`config.mk`:
```
export PLATFORM = sky130hd
export DESIGN_NAME = vga_sync_flat
export DESIGN_NICKNAME = d
export VERILOG_FILES = /design/src/rtl/vga_sync_pkg.sv /design/src/rtl/vga_sync_if.sv /design/src/rtl/vga_counter.sv /design/src/rtl/vga_sync.sv /design/src/flat_wrapper.sv
export SDC_FILE = /design/constraint.sdc
export NUM_CORES = 1
export LEC_CHECK = 0
export ABC_AREA = 1
export CORE_MARGIN = 1.5
export CORE_UTILIZATION = 28
export CTS_BUF_LIST = sky130_fd_sc_hd__clkbuf_8
export CTS_CLUSTER_DIAMETER = 150
export DETAILED_ROUTE_END_ITERATION = 12
export PLACE_DENSITY = 0.55
export SLEW_MARGIN = 10
export SYNTH_ARGS = -nofsm -noshare
export SYNTH_HDL_FRONTEND = slang
export SYNTH_SLANG_ARGS = --single-unit
```
`constraint.sdc`:
```
create_clock -name clk_i -period 1.8 [get_ports clk_i]
set_clock_uncertainty 0.15 [all_clocks]
set_input_delay 0.45 -clock clk_i [delete_from_list [all_inputs] [get_ports clk_i]]
set_output_delay 0.45 -clock clk_i [all_outputs]
set_load 0.05 [all_outputs]
```
`src/rtl/vga_sync_pkg.sv`:
```
// Shared VGA timing constants (640x480@60 defaults), the VGA_TOTAL macro and sync helpers.
// Pixel sources import this package so raster geometry has a single source of truth.
`ifndef VGA_TIMING_VH
`define VGA_TIMING_VH
`define VGA_TOTAL(vis, front, sync, back) ((vis) + (front) + (sync) + (back))
`endif

package vga_sync_pkg;
    localparam int VGA_H_VISIBLE = 640;
    localparam int VGA_H_FRONT   = 16;
    localparam int VGA_H_SYNC    = 96;
    localparam int VGA_H_BACK    = 48;
    localparam int VGA_H_TOTAL   = `VGA_TOTAL(VGA_H_VISIBLE, VGA_H_FRONT, VGA_H_SYNC, VGA_H_BACK);

    localparam int VGA_V_VISIBLE = 480;
    localparam int VGA_V_FRONT   = 10;
    localparam int VGA_V_SYNC    = 2;
    localparam int VGA_V_BACK    = 33;
    localparam int VGA_V_TOTAL   = `VGA_TOTAL(VGA_V_VISIBLE, VGA_V_FRONT, VGA_V_SYNC, VGA_V_BACK);

    localparam int VGA_H_SYNC_POL = 0;
    localparam int VGA_V_SYNC_POL = 0;

    // Pin level for a sync pulse given whether it is active and its active polarity.
    function automatic logic sync_level(input logic active, input logic pol);
        return active ? pol : ~pol;
    endfunction
endpackage

```
`src/rtl/vga_sync_if.sv`:
```
// Raster interface between vga_sync (master) and a pixel source (slave).
// Lookahead signals exist only when VGA_SYNC_LOOKAHEAD_EN is defined.
interface vga_sync_if #(
    parameter int COL_BITS = 10,
    parameter int ROW_BITS = 10
) ();
    logic                enable_i;
    logic                hsync_o;
    logic                vsync_o;
    logic                visible_o;
    logic [COL_BITS-1:0] column_o;
    logic [ROW_BITS-1:0] row_o;
    logic                line_start_o;
    logic                frame_start_o;
`ifdef VGA_SYNC_LOOKAHEAD_EN
    logic [COL_BITS-1:0] next_column_o;
    logic [ROW_BITS-1:0] next_row_o;
    logic                next_visible_o;
`endif

    modport master (
        input  enable_i,
`ifdef VGA_SYNC_LOOKAHEAD_EN
        output next_column_o, next_row_o, next_visible_o,
`endif
        output hsync_o, vsync_o, visible_o, column_o, row_o, line_start_o, frame_start_o
    );

    modport slave (
        output enable_i,
`ifdef VGA_SYNC_LOOKAHEAD_EN
        input  next_column_o, next_row_o, next_visible_o,
`endif
        input  hsync_o, vsync_o, visible_o, column_o, row_o, line_start_o, frame_start_o
    );
endinterface

```
`src/rtl/vga_counter.sv`:
```
// Wrapping counter 0..TOTAL-1; wrap_o is a combinational flag for the increment that rolls over.
module vga_counter #(
    parameter int WIDTH = 10,
    parameter int TOTAL = 800
) (
    input  logic             clk_i,
    input  logic             reset_i,
    input  logic             inc_i,
    output logic [WIDTH-1:0] count_o,
    output logic             wrap_o
);
    localparam logic [WIDTH-1:0] LAST = WIDTH'(TOTAL - 1);

    logic [WIDTH-1:0] count_reg;
    logic [WIDTH-1:0] count_next;

    always_comb begin
        wrap_o     = inc_i && (count_reg == LAST);
        count_next = count_reg;
        if (inc_i) begin
            count_next = wrap_o ? '0 : count_reg + 1'b1;
        end
    end

    always_ff @(posedge clk_i) begin
        if (reset_i) begin
            count_reg <= '0;
        end else begin
            count_reg <= count_next;
        end
    end

    assign count_o = count_reg;
endmodule

```
`src/rtl/vga_sync.sv`:
```
// VGA raster timing generator: chained h/v counters plus one registered decode stage.
// Optional build macro VGA_SYNC_LOOKAHEAD_EN exposes the unregistered counter decode.
module vga_sync
    import vga_sync_pkg::*;
#(
    parameter int H_VISIBLE  = VGA_H_VISIBLE,
    parameter int H_FRONT    = VGA_H_FRONT,
    parameter int H_SYNC     = VGA_H_SYNC,
    parameter int H_BACK     = VGA_H_BACK,
    parameter int V_VISIBLE  = VGA_V_VISIBLE,
    parameter int V_FRONT    = VGA_V_FRONT,
    parameter int V_SYNC     = VGA_V_SYNC,
    parameter int V_BACK     = VGA_V_BACK,
    parameter int H_SYNC_POL = VGA_H_SYNC_POL,
    parameter int V_SYNC_POL = VGA_V_SYNC_POL,
    parameter int COL_BITS   = 10,
    parameter int ROW_BITS   = 10
) (
    input  logic clk_i,
    input  logic reset_i,
    vga_sync_if.master vif
);
    localparam int H_TOTAL = `VGA_TOTAL(H_VISIBLE, H_FRONT, H_SYNC, H_BACK);
    localparam int V_TOTAL = `VGA_TOTAL(V_VISIBLE, V_FRONT, V_SYNC, V_BACK);

    localparam logic [COL_BITS-1:0] H_VIS_END  = COL_BITS'(H_VISIBLE);
    localparam logic [COL_BITS-1:0] H_SYNC_BEG = COL_BITS'(H_VISIBLE + H_FRONT);
    localparam logic [COL_BITS-1:0] H_SYNC_END = COL_BITS'(H_VISIBLE + H_FRONT + H_SYNC);
    localparam logic [ROW_BITS-1:0] V_VIS_END  = ROW_BITS'(V_VISIBLE);
    localparam logic [ROW_BITS-1:0] V_SYNC_BEG = ROW_BITS'(V_VISIBLE + V_FRONT);
    localparam logic [ROW_BITS-1:0] V_SYNC_END = ROW_BITS'(V_VISIBLE + V_FRONT + V_SYNC);
    localparam logic H_POL = H_SYNC_POL[0];
    localparam logic V_POL = V_SYNC_POL[0];

    logic [COL_BITS-1:0] h_cnt;
    logic [ROW_BITS-1:0] v_cnt;
    logic                h_wrap;
    logic                v_wrap_unused;

    vga_counter #(.WIDTH(COL_BITS), .TOTAL(H_TOTAL)) u_h_cnt (
        .clk_i  (clk_i),
        .reset_i(reset_i),
        .inc_i  (vif.enable_i),
        .count_o(h_cnt),
        .wrap_o (h_wrap)
    );

    vga_counter #(.WIDTH(ROW_BITS), .TOTAL(V_TOTAL)) u_v_cnt (
        .clk_i  (clk_i),
        .reset_i(reset_i),
        .inc_i  (h_wrap),
        .count_o(v_cnt),
        .wrap_o (v_wrap_unused)
    );

    logic dec_visible, dec_hsync, dec_vsync, dec_line_start, dec_frame_start;

    always_comb begin
        dec_visible     = (h_cnt < H_VIS_END) && (v_cnt < V_VIS_END);
        dec_hsync       = sync_level((h_cnt >= H_SYNC_BEG) && (h_cnt < H_SYNC_END), H_POL);
        dec_vsync       = sync_level((v_cnt >= V_SYNC_BEG) && (v_cnt < V_SYNC_END), V_POL);
        dec_line_start  = (h_cnt == '0);
        dec_frame_start = (h_cnt == '0) && (v_cnt == '0);
    end

    logic                hsync_reg, vsync_reg, visible_reg, line_start_reg, frame_start_reg;
    logic [COL_BITS-1:0] column_reg;
    logic [ROW_BITS-1:0] row_reg;

    // Strobes hold with everything else while stalled; consumers qualify them with enable.
    always_ff @(posedge clk_i) begin
        if (reset_i) begin
            hsync_reg       <= sync_level(1'b0, H_POL);
            vsync_reg       <= sync_level(1'b0, V_POL);
            visible_reg     <= 1'b0;
            column_reg      <= '0;
            row_reg         <= '0;
            line_start_reg  <= 1'b0;
            frame_start_reg <= 1'b0;
        end else if (vif.enable_i) begin
            hsync_reg       <= dec_hsync;
            vsync_reg       <= dec_vsync;
            visible_reg     <= dec_visible;
            column_reg      <= h_cnt;
            row_reg         <= v_cnt;
            line_start_reg  <= dec_line_start;
            frame_start_reg <= dec_frame_start;
        end
    end

    assign vif.hsync_o       = hsync_reg;
    assign vif.vsync_o       = vsync_reg;
    assign vif.visible_o     = visible_reg;
    assign vif.column_o      = column_reg;
    assign vif.row_o         = row_reg;
    assign vif.line_start_o  = line_start_reg;
    assign vif.frame_start_o = frame_start_reg;

`ifdef VGA_SYNC_LOOKAHEAD_EN
    // Counters sit at 0 during reset, so only the visible flag needs masking there.
    assign vif.next_column_o  = h_cnt;
    assign vif.next_row_o     = v_cnt;
    assign vif.next_visible_o = dec_visible && !reset_i;
`endif
endmodule

```
`src/flat_wrapper.sv`:
```
// flat-port wrapper written by rule: the top's interface ports become plain ports
module vga_sync_flat import vga_sync_pkg::*;
#(
    parameter int H_VISIBLE  = VGA_H_VISIBLE,
    parameter int H_FRONT    = VGA_H_FRONT,
    parameter int H_SYNC     = VGA_H_SYNC,
    parameter int H_BACK     = VGA_H_BACK,
    parameter int V_VISIBLE  = VGA_V_VISIBLE,
    parameter int V_FRONT    = VGA_V_FRONT,
    parameter int V_SYNC     = VGA_V_SYNC,
    parameter int V_BACK     = VGA_V_BACK,
    parameter int H_SYNC_POL = VGA_H_SYNC_POL,
    parameter int V_SYNC_POL = VGA_V_SYNC_POL,
    parameter int COL_BITS   = 10,
    parameter int ROW_BITS   = 10
)
  (clk_i, reset_i, vif_enable_i, vif_hsync_o, vif_vsync_o, vif_visible_o, vif_column_o, vif_row_o, vif_line_start_o, vif_frame_start_o);
  vga_sync_if #(.COL_BITS(COL_BITS), .ROW_BITS(ROW_BITS)) vif_i ();
  input  logic clk_i;
  input  logic reset_i;
  input wire logic [$bits(vif_i.enable_i)-1:0] vif_enable_i;
  output wire logic [$bits(vif_i.hsync_o)-1:0] vif_hsync_o;
  output wire logic [$bits(vif_i.vsync_o)-1:0] vif_vsync_o;
  output wire logic [$bits(vif_i.visible_o)-1:0] vif_visible_o;
  output wire logic [$bits(vif_i.column_o)-1:0] vif_column_o;
  output wire logic [$bits(vif_i.row_o)-1:0] vif_row_o;
  output wire logic [$bits(vif_i.line_start_o)-1:0] vif_line_start_o;
  output wire logic [$bits(vif_i.frame_start_o)-1:0] vif_frame_start_o;
  assign vif_i.enable_i = vif_enable_i;
  assign vif_hsync_o = vif_i.hsync_o;
  assign vif_vsync_o = vif_i.vsync_o;
  assign vif_visible_o = vif_i.visible_o;
  assign vif_column_o = vif_i.column_o;
  assign vif_row_o = vif_i.row_o;
  assign vif_line_start_o = vif_i.line_start_o;
  assign vif_frame_start_o = vif_i.frame_start_o;
  vga_sync #(.H_VISIBLE(H_VISIBLE), .H_FRONT(H_FRONT), .H_SYNC(H_SYNC), .H_BACK(H_BACK), .V_VISIBLE(V_VISIBLE), .V_FRONT(V_FRONT), .V_SYNC(V_SYNC), .V_BACK(V_BACK), .H_SYNC_POL(H_SYNC_POL), .V_SYNC_POL(V_SYNC_POL), .COL_BITS(COL_BITS), .ROW_BITS(ROW_BITS)) u_core (.clk_i(clk_i), .reset_i(reset_i), .vif(vif_i));
endmodule
```
==> flow_summary.json <==
{
  "drc": 0,
  "diodes": 0,
  "crit_fanout": 6,
  "drt-vias-per-instance": 4.68,
  "r2r_cells": 7,
  "cts.sinks": 45,
  "rsz0062_at_grt": "false",
  "cts_setup_buffers": 0,
  "hold-worst-slack_ns": 0.355,
  "antenna_found_initial": 0,
  "ys_ff_latch": 45,
  "syn_avg_cell_area_um2": 7.51,
  "hold_viol": 0,
  "place_congestion": 0.907,
  "hpwl_um": 4210,
  "clkSlewWorstSetupHoldPaths_ns": 0.08,
  "cts-resized-gates": 0,
  "async_flop_share_pct": 0,
  "p_per_area_nw_per_um2": 687,
  "postRouteAntennaNets": 0,
  "grt_pass1_vias": 1921,
  "synth.yosys.seq_area_share_pct": 42.2,
  "grt.total_usage_pct": 14.6,
  "r2r_end": "u_core.u_v_cnt.count_o[1]",
  "pre_cts_slack_ns": -0.153,
  "die_h_um": 90.3,
  "leakage_uw": 0.00118,
  "rows": 31,
  "syn-num-nets": 292,
  "cts_root_buf": "clkbuf_8",
  "wl_per_cell_um": 12.8,
  "start_kind": "primary input",
  "fin_crit_sh_pct": 92.3,
  "drt-initial-drc-count": 190,
  "synth_commonest_cells": "52 x nand2_1, 45 x dfxtp_1, 37 x nor2_1, 26 x a21oi_1, 26 x inv_1",
  "synth_top_area_share_pct": 42.2,
  "yosysMostFrequentCell": "nand2_1",
  "synth_flop_cell": "dfxtp_1",
  "syn_inst": 284,
  "cts.path.max_buffers": 2,
  "clock_latency_ns": 0.29,
  "slew_viol_final": 0,
  "routed_wl_um": 5400,
  "cts_hold_buf": 0,
  "ir_worst_vdd_uv": 435,
  "path_class": "primary input to register",
  "reg2reg_slack_ns": 0.21,
  "outcome": "finished clean",
  "min-delay-start": "u_core.vif.line_start_o",
  "grt_start_max_net_pins": 27,
  "fmax_mhz": 602,
  "tightestPinTransition_ns": 0.338,
  "syn-cell-area_um2": 2130,
  "grt_first_pass_wirelength_um": 9660,
  "io_pins": 28,
  "maxCapViolCount": 0,
  "fin_ws_ns": 0.139,
  "relSlewSlack_pct": 77.3,
  "global_route.overflow_total": 0,
  "first_pass_iters": 4,
  "coreArea_um2": 7330,
  "synth_area_leader_cell": "dfxtp_1",
  "setup_viol": 0,
  "drive_gt1_share_pct": 21.4,
  "worstPathArrival_ns": 1.74,
  "die_w_um": 90.3,
  "port-buffer-count": 27,
  "min_period_ns": 1.66,
  "start_util_pct": 29.1,
  "synth_edf_count": 0,
  "synth.area.top_cells": "dfxtp_1 42%, nand2_1 9.1%, nor2_1 6.5%, a21oi_1 6.1%, o21ai_0 4.9%",
  "nets": 331,
  "reg2reg_from": "u_core.u_h_cnt.count_o[0]",
  "netlist-cell-type-count": 32,
  "htreeDepth": 2,
  "cts_tree": "built",
  "min_path_cells": 2,
  "hold_path.class": "register to register",
  "end_kind": "register",
  "cts_made_buffers": 5,
  "hold_end": "u_core.vif.line_start_o",
  "cp.required_ns": 1.88,
  "dieArea_um2": 8150,
  "area_delta_synth_final_pct": 37.6,
  "routed-via-count": 1975,
  "ys_warn_count": 0
}
## power breakdown
part           leakage (uW)  internal (uW)  total [uW]  switching, uW
clock network     0.0000485            299         621            322
logic              0.000761            154         336            181
registers          0.000367           1030        1060           33.9
## final cells by class
class,count,area [um^2]
multi-input combinational,199,1070
tap,99,124
inverter,29,109
timing repair buffer,43,641
sequential,45,901
clock inverter,1,3.75
clock buffer,6,82.6
fill,713,4400
## cells in the final DEF (no fill, tap or decap)
| cell | instances |
|---|---|
| a211oi_1 | 1 |
| a21oi_1 | 26 |
| a31oi_1 | 2 |
| and2_1 | 1 |
| buf_12 | 25 |
| buf_4 | 16 |
| clkbuf_8 | 6 |
| clkdlybuf4s50_1 | 2 |
| dfxtp_1 | 45 |
| ha_1 | 5 |
| inv_1 | 27 |
| inv_2 | 3 |
| nand2_1 | 52 |
| nand2_2 | 3 |
| nand2_4 | 2 |
| nand3_1 | 9 |
| nand3_2 | 2 |
| nand3_4 | 1 |
| nand4_1 | 9 |
| nor2_1 | 37 |
| nor2_2 | 2 |
| nor2_4 | 4 |
| nor2_8 | 1 |
| nor3_1 | 6 |
| nor3_2 | 2 |
| nor3b_1 | 1 |
| o2111ai_1 | 1 |
| o211a_1 | 1 |
| o21ai_0 | 21 |
| o21ai_2 | 2 |
| o21bai_1 | 2 |
| o221ai_1 | 1 |
| o22ai_1 | 1 |
| xor2_1 | 4 |
## flip-flops by register name (all words and copies together), names as in the netlist
signal,cells
u_core.vif.vsync_o,1
u_core.vif.row_o,10
u_core.vif.hsync_o,1
u_core.vif.visible_o,1
u_core.vif.frame_start_o,1
u_core.vif.line_start_o,1
u_core.u_v_cnt.count_o,10
u_core.u_h_cnt.count_o,10
u_core.vif.column_o,10
## worst max-delay path, stage by stage
cell             delay, ns
clkdlybuf4s50_1       0.53
buf_4                 0.17
nand2_1               0.08
nor3_1                0.12
and2_1                0.17
nand3_1               0.09
a21oi_1               0.13
## cell families (layout without fill, tap and decap cells)
group                    Yosys count  count (layout)  share of synthesized area (%)
AO/OA/AOI/OAI                     58              58                           15.1
XOR/XNOR                           4               4                           1.64
adder cells (fa/ha/maj)            5               5                           2.93
buffers and inverters             40              79                           7.39
flip-flops                        45              45                           42.2
AND/OR/NAND/NOR                  132             132                           30.7
## routing by layer
metal	part of all wire, %	up-vias	GRT usage (%)
met4	1.6	0	4.89
li1	-	1011	-
met5	0	-	0
met2	44	49	21.9
met3	5.3	4	3.20
met1	50	911	20.7
## stage by stage
step           std cells  util (%)  power [uW]  setup TNS (ns)  area, um^2
3_3_place_gp         415      38.9        1420           -2.53        2850
3_5_place_dp         415      38.9        1420           -2.85        2850
5_1_grt              422      40.0        2120               0        2940
4_1_cts              422      40.0        2050               0        2940
6_report             422      40.0        2020               0        2940
2_1_floorplan        284         -        1250               0        2130
## worst max path at each step
stage,from,to,slack [ns],depth (start not counted)
final,vif_enable_i,u_core.vif.frame_start_o,0.14,7
after global routing,u_core.u_h_cnt.count_o[0],u_core.u_h_cnt.count_o[6],0.03,8
after CTS,vif_enable_i,u_core.vif.frame_start_o,0.15,7
after detailed placement,vif_enable_i,u_core.vif.frame_start_o,-0.15,7
after global placement,vif_enable_i,u_core.u_h_cnt.count_o[8],-0.15,7
after floorplan,u_core.u_h_cnt.count_o[0],u_core.u_v_cnt.count_o[5],0.35,8
Note: power is estimated with default switching activity, not from simulation.
==> patch 1: new RTL, config.mk and constraints unchanged <==
One comparison of `count_reg` changes from == to >=.
--- a/src/rtl/vga_counter.sv
+++ b/src/rtl/vga_counter.sv
@@ -15,7 +15,7 @@
     logic [WIDTH-1:0] count_next;
 
     always_comb begin
-        wrap_o     = inc_i && (count_reg == LAST);
+        wrap_o     = inc_i && (count_reg >= LAST);
         count_next = count_reg;
         if (inc_i) begin
             count_next = wrap_o ? '0 : count_reg + 1'b1;
Check against the original RTL: no difference found for any inputs over 10 cycles, from zero or initial values and one cycle with reset_i high; that may be too few to reach the edited logic, so the function may still have changed.
==> patch 1 against the original RTL <==
Routed wire length fell by 10%; sequential share of layout area rose by 0.20 points; total power rose by 14%; cell area fell by 0.64%; synthesized area fell by 3.2%; setup slack improved by 13 ps; synthesized cell count fell by 2.8%; sequential cell count did not move; first-iteration DRC count fell by 67%; largest power group unchanged; highest routed layer unchanged.
==> patch 1: results (changes against the original RTL) <==
----------------------------------------------------
[Worst setup path]
  Critical path fanouts, max ... 9 (+3)
  R2r setup slk ... 150 ps (-60 ps)
  Kind of cell adding the most delay to the critical path ... simple AND/OR/NAND/NOR gates
  Endpoint of the most critical setup path ... u_core.u_v_cnt.count_o[5]$_SDFFE_PP0N_
  Startpoint of the worst-slack reg-to-reg timing path ... u_core.u_h_cnt.count_o[1]$_SDFFE_PP0P_
  Delay contributed by the slowest stage of the critical path ... 390 ps (-140 ps)
  CP Data Arrival Time ... 1700 ps (-40 ps)
  Worst-case reg-to-reg path depth ... 10 (+3)
  Start point of the critical path ... u_core.u_h_cnt.count_o[1]$_SDFFE_PP0P_
  Slowest cell on crit path ... sky130_fd_sc_hd__dfxtp_1

[Power and ir drop]
  Peak VDD IR ... 0.314 mV (-28%)
  Leakage component of the power ... 0.00125 uW (+6.2%)
  Proportion of power drawn by flip-flops and latches ... 0.463 (-0.063)
  Internal power summed over all cells ... 1730 uW (+17%)

[Global routing]
  First-pass GRT wire length ... 7890 um (-18%)
  Via count of the first global-routing pass ... 1680 (-13%)
  Pin count of the biggest net entering global routing ... 19 (-30%)
  Total global routing track utilization ... 0.130 (-0.0163)

[Logic synthesis]
  Synthesized Nets ... 284 (-2.7%)
  Top cells by area in the synthesized netlist ... sky130_fd_sc_hd__dfxtp_1 44%, sky130_fd_sc_hd__nand2_1 9.3%, sky130_fd_sc_hd__a21oi_1 7.0%
  Ranking of synthesized cells by instance count ... 51 x sky130_fd_sc_hd__nand2_1, 45 x sky130_fd_sc_hd__dfxtp_1, 37 x sky130_fd_sc_hd__nor2_1, 29 x sky130_fd_sc_hd__a21oi_1, 24 x sky130_fd_sc_hd__inv_1
  Distinct cells, synth ... 28 (-13%)
  Synthesized area per cell ... 7.48 sq um (-0.42%)
  Share of the yosys chip area belonging to registers ... 0.436 (+0.0141)

[Routing]
  DR iter-0 viols ... 63 (-67%)
  Post-detailed-routing wire length ... 4850 um (-10%)
  Total vias in the final route ... 1869 (-5.4%)

[Layout]
  Share of layout cells above drive strength 1 ... 0.203 (-0.0111)
  Count of placed standard cells in the final layout, fillers left out ... 415 (-1.7%)
  Net count of the finished layout ... 323 (-2.4%)

[Min path]
  Hold Crit Start ... u_core.u_h_cnt.count_o[9]$_SDFFE_PP0P_

[Place]
  Placed Instances ... 407 (-1.9%)
  Placer's final routability congestion estimate ... 0.845 (-6.8%)
  Worst Setup Slack post-DPL ... -157 ps (-3.78 ps)
  Estimated wirelength of the detail-placed design ... 3700 um (-12%)

[Run status]
  Outcome ... completed

[STA]
  Slew at the pin closest to its max-slew limit ... 502 ps (+164 ps)
  Period utilisation layout ... 0.916 (-0.00695)

[Clock network]
  CTS Root Cell ... sky130_fd_sc_hd__clkbuf_8
  Clock latency on the worst-skew pair ... about 300 ps

----------------------------------------------------
==> patch 1: metrics by stage <==
stage / instance area, sq um / hold WS [ps] / util / total power [uW]
final: 2920 / 346 / 0.406 / 2290
after global placement: 2780 / 329 / 0.388 / 1410
after CTS: 2920 / 347 / 0.406 / 2320
after global routing: 2920 / 376 / 0.406 / 2380
after floorplan: 2060 / 306 / - / 1240
after detailed placement: 2780 / 332 / 0.388 / 1420
==> patch 1: final cells by class <==
cell class | instances | area (sq um)
flip-flops and latches | 45 | 901
fillers | 714 | 4260
clock inverters | 3 | 65.1
multi-input cells | 195 | 1020
clock buffers | 5 | 68.8
inverters | 28 | 105
well taps | 99 | 124
repair buffers | 40 | 631
==> patch 1: worst min-delay path by stage <==
stage	cells past startpoint	slack, ps	endpoint
5_1_grt	2	380	u_core.vif.row_o[6]$_SDFFE_PP0P_
3_5_place_dp	2	330	u_core.u_h_cnt.count_o[9]$_SDFFE_PP0P_
6_report	2	350	u_core.u_h_cnt.count_o[9]$_SDFFE_PP0P_
4_1_cts	2	350	u_core.u_h_cnt.count_o[9]$_SDFFE_PP0P_
3_3_place_gp	2	330	u_core.u_h_cnt.count_o[9]$_SDFFE_PP0P_
2_1_floorplan	2	310	u_core.u_h_cnt.count_o[9]$_SDFFE_PP0P_
==> patch 1: routing by layer <==
layer,track usage,vias up,part of all wire
li1,-,978,-
met1,0.160,864,0.45
met2,0.227,25,0.51
met3,0.0317,2,0.035
met4,0.0341,0,0.0037
met5,0,-,0
==> patch 1: logic make-up (layout without fill, tap and decap cells) <==
family,after synthesis,in the layout,share of synthesized area
and+or+nand+nor,135,135,0.318
DFF,45,45,0.436
AOI/OAI and AO/OA,52,52,0.134
xor gates and xnor gates,3,3,0.0127
adders and majority gates,5,5,0.0303
buffers and inverters,36,76,0.0685
==> patch 2: new RTL, same flow settings <==
Made on the original files. `ROW_BITS` is set to 10 in 3 places; all go to 8.
--- a/src/rtl/vga_sync_if.sv
+++ b/src/rtl/vga_sync_if.sv
@@ -2,7 +2,7 @@
 // Lookahead signals exist only when VGA_SYNC_LOOKAHEAD_EN is defined.
 interface vga_sync_if #(
     parameter int COL_BITS = 10,
-    parameter int ROW_BITS = 10
+    parameter int ROW_BITS = 8
 ) ();
     logic                enable_i;
     logic                hsync_o;
--- a/src/rtl/vga_sync.sv
+++ b/src/rtl/vga_sync.sv
@@ -14,7 +14,7 @@
     parameter int H_SYNC_POL = VGA_H_SYNC_POL,
     parameter int V_SYNC_POL = VGA_V_SYNC_POL,
     parameter int COL_BITS   = 10,
-    parameter int ROW_BITS   = 10
+    parameter int ROW_BITS   = 8
 ) (
     input  logic clk_i,
     input  logic reset_i,
--- a/src/flat_wrapper.sv
+++ b/src/flat_wrapper.sv
@@ -12,7 +12,7 @@
     parameter int H_SYNC_POL = VGA_H_SYNC_POL,
     parameter int V_SYNC_POL = VGA_V_SYNC_POL,
     parameter int COL_BITS   = 10,
-    parameter int ROW_BITS   = 10
+    parameter int ROW_BITS   = 8
 )
   (clk_i, reset_i, vif_enable_i, vif_hsync_o, vif_vsync_o, vif_visible_o, vif_column_o, vif_row_o, vif_line_start_o, vif_frame_start_o);
   vga_sync_if #(.COL_BITS(COL_BITS), .ROW_BITS(ROW_BITS)) vif_i ();
Ports: changed (resized vif_row_o); port bits go from 28 to 26. The function was not compared with the original's and may differ.
==> patch 2 against the original RTL <==
Cell area down 11%; total power up 0.41%; first-iteration DRC count down 57%; critical endpoint is now u_core.u_v_cnt.count_o[5]$_SDFFE_PP0N_; synthesized area down 14%; sequential cell count down 4; largest cell class unchanged; via count down 13%; setup slack better by 33 ps; global-route usage down 0.70 points; routed wire length down 15%; largest power group unchanged.
==> patch 2: results (changes against the original RTL) <==
----------------------------------------------------
[Run status]
  Outcome ... completed

[Clock network]
  Number of clock buffers inserted by TritonCTS ... 5 (unchanged)
  Clock latency on the worst-skew pair ... ~300 ps
  Clock transition at the registers of the reported paths ... ~90 ps
  Number of H-tree levels ... 2 (unchanged)
  Maximum clock insertion buffer count ... 2 (unchanged)

[Layout]
  Share of layout cells above drive strength 1 ... 0.189 (-0.0244)
  N_diodes ... 0 (unchanged)
  Net count of the finished layout ... 303 (-8.5%)

[Place]
  Worst Setup Slack post-DPL ... -294 ps (-140 ps)
  Estimated wirelength of the detail-placed design ... 3400 um (-19%)
  IO Port Bufs ... 25 (-7.4%)
  Placer's final routability congestion estimate ... 0.887 (-2.2%)
  DP Area ... 2490 sq um (-13%)

[Logic synthesis]
  Distinct cells, synth ... 24 (-25%)
  Share of the yosys chip area belonging to registers ... 0.446 (+0.0234)
  Async set-reset flop share out of synthesis ... 0 (unchanged)
  Yosys Warn Count ... 0 (unchanged)
  Ranking of synthesized cells by instance count ... 52 x sky130_fd_sc_hd__nand2_1, 41 x sky130_fd_sc_hd__dfxtp_1, 36 x sky130_fd_sc_hd__nor2_1, 27 x sky130_fd_sc_hd__a21oi_1, 23 x sky130_fd_sc_hd__inv_1
  Synth Flop Type ... sky130_fd_sc_hd__dfxtp_1
  Synthesized Nets ... 267 (-8.6%)
  Top cells by area in the synthesized netlist ... sky130_fd_sc_hd__dfxtp_1 45%, sky130_fd_sc_hd__nand2_1 11%, sky130_fd_sc_hd__a21oi_1 7.3%

[Min path]
  Number of cells on the worst hold path ... 2 (unchanged)
  Type of the tightest min-delay check ... register to register
  Hold Crit Start ... u_core.vif.column_o[0]$_SDFFE_PP0P_
  Worst-case hold path end point ... u_core.vif.column_o[0]$_SDFFE_PP0P_

[STA]
  Slew at the pin closest to its max-slew limit ... 309 ps (-28.6 ps)
  TNS Setup ... 0 ps (unchanged)

[Worst setup path]
  Worst reg2reg path endpoint ... u_core.u_v_cnt.count_o[5]$_SDFFE_PP0N_
  Delay contributed by the slowest stage of the critical path ... 390 ps (-140 ps)
  Slowest cell on crit path ... sky130_fd_sc_hd__dfxtp_1
  Startpoint of the worst-slack reg-to-reg timing path ... u_core.u_h_cnt.count_o[1]$_SDFFE_PP0P_
  R2r setup slk ... 170 ps (-40 ps)
  Worst-case reg-to-reg path depth ... 7 (unchanged)
  Critical path fanouts, max ... 4 (-2)
  CP Data Arrival Time ... 1710 ps (-30 ps)

[Power and ir drop]
  Peak VDD IR ... 0.424 mV (-2.5%)
  Leakage component of the power ... 0.00107 uW (-8.7%)

[Routing]
  Post-detailed-routing wire length ... 4610 um (-15%)
  Routed via count divided by cell count ... 4.60 (-1.7%)
  Detailed-router iteration count before antenna repair ... 4 (unchanged)
  DR iter-0 viols ... 82 (-57%)

[Global routing]
  Antenna violations before repair ... 0 (unchanged)
  Via count of the first global-routing pass ... 1636 (-15%)
  Pin count of the biggest net entering global routing ... 24 (-11%)
  Total global routing track utilization ... 0.139 (-0.00704)
  First-pass GRT wire length ... 7960 um (-18%)

----------------------------------------------------
[patch 2: layout make-up]
class / count / area [sq um]
clock buffers: 5 / 68.8
clock inverters: 3 / 46.3
fillers: 635 / 3740
inverters: 28 / 105
multi-input cells: 182 / 890
flip-flops and latches: 41 / 821
well taps: 77 / 96.3
repair buffers: 37 / 586
[patch 2: worst max path at each step]
| stage | start | cells after the start | end | slack [ps] |
|---|---|---|---|---|
| detailed placement | vif_enable_i | 8 | u_core.vif.frame_start_o$_SDFFE_PP0P_ | -290 |
| global placement | vif_enable_i | 8 | u_core.vif.frame_start_o$_SDFFE_PP0P_ | -250 |
| global route | u_core.u_h_cnt.count_o[0]$_SDFFE_PP0P_ | 7 | u_core.u_v_cnt.count_o[0]$_SDFFE_PP0N_ | 5 |
| floorplan | u_core.u_h_cnt.count_o[0]$_SDFFE_PP0P_ | 8 | u_core.u_v_cnt.count_o[4]$_SDFFE_PP0N_ | 380 |
| finish | u_core.u_h_cnt.count_o[1]$_SDFFE_PP0P_ | 7 | u_core.u_v_cnt.count_o[5]$_SDFFE_PP0N_ | 170 |
| CTS | vif_enable_i | 8 | u_core.u_v_cnt.count_o[0]$_SDFFE_PP0N_ | 40 |
[patch 2: timing repair]
action	in CTS	in global routing
endpoints found under the setup margin	1	8
hold buffers	0	0
pin swaps	0	1
gates resized for setup	1	2
buffers inserted	0	0
[patch 2: through the flow]
stage,total power (uW),instances,hold WS (ps)
2_1_floorplan,1130,259,322
3_3_place_gp,1290,365,341
3_5_place_dp,1290,365,343
4_1_cts,2050,373,358
5_1_grt,2120,373,377
6_report,2030,373,352
[patch 2: routing by layer]
metal,vias up,GRT usage,routed length [um],share of wire
li1,912,-,-,-
met1,764,0.202,2480,0.54
met2,38,0.201,1920,0.42
met3,2,0.0356,195,0.042
met4,0,0.0432,23,0.0050
met5,-,0,0,0
[patch 2: worst max-delay path, delay by kind of cell (launching register included)]
family | cells | cell delay [ps]
simple gates | 5 | 700
flops | 1 | 390
fa+ha+maj | 1 | 200
compound gates | 1 | 120
[patch 2: cells by family after synthesis]
group | after synthesis | share of synthesized area
compound gates | 48 | 0.136
simple gates | 128 | 0.304
fa+ha+maj | 5 | 0.0340
flops | 41 | 0.446
buf+inv | 36 | 0.0754
xor+xnor | 1 | 0.00476
[patch 2: report_power, final]
group / total, uW / switching (uW) / leakage (uW) / internal (uW)
combinational: 304 / 162 / 0.000685 / 141
sequential: 968 / 31.3 / 0.000335 / 937
clock: 755 / 339 / 0.0000543 / 415
total: 2030 / 533 / 0.00107 / 1490
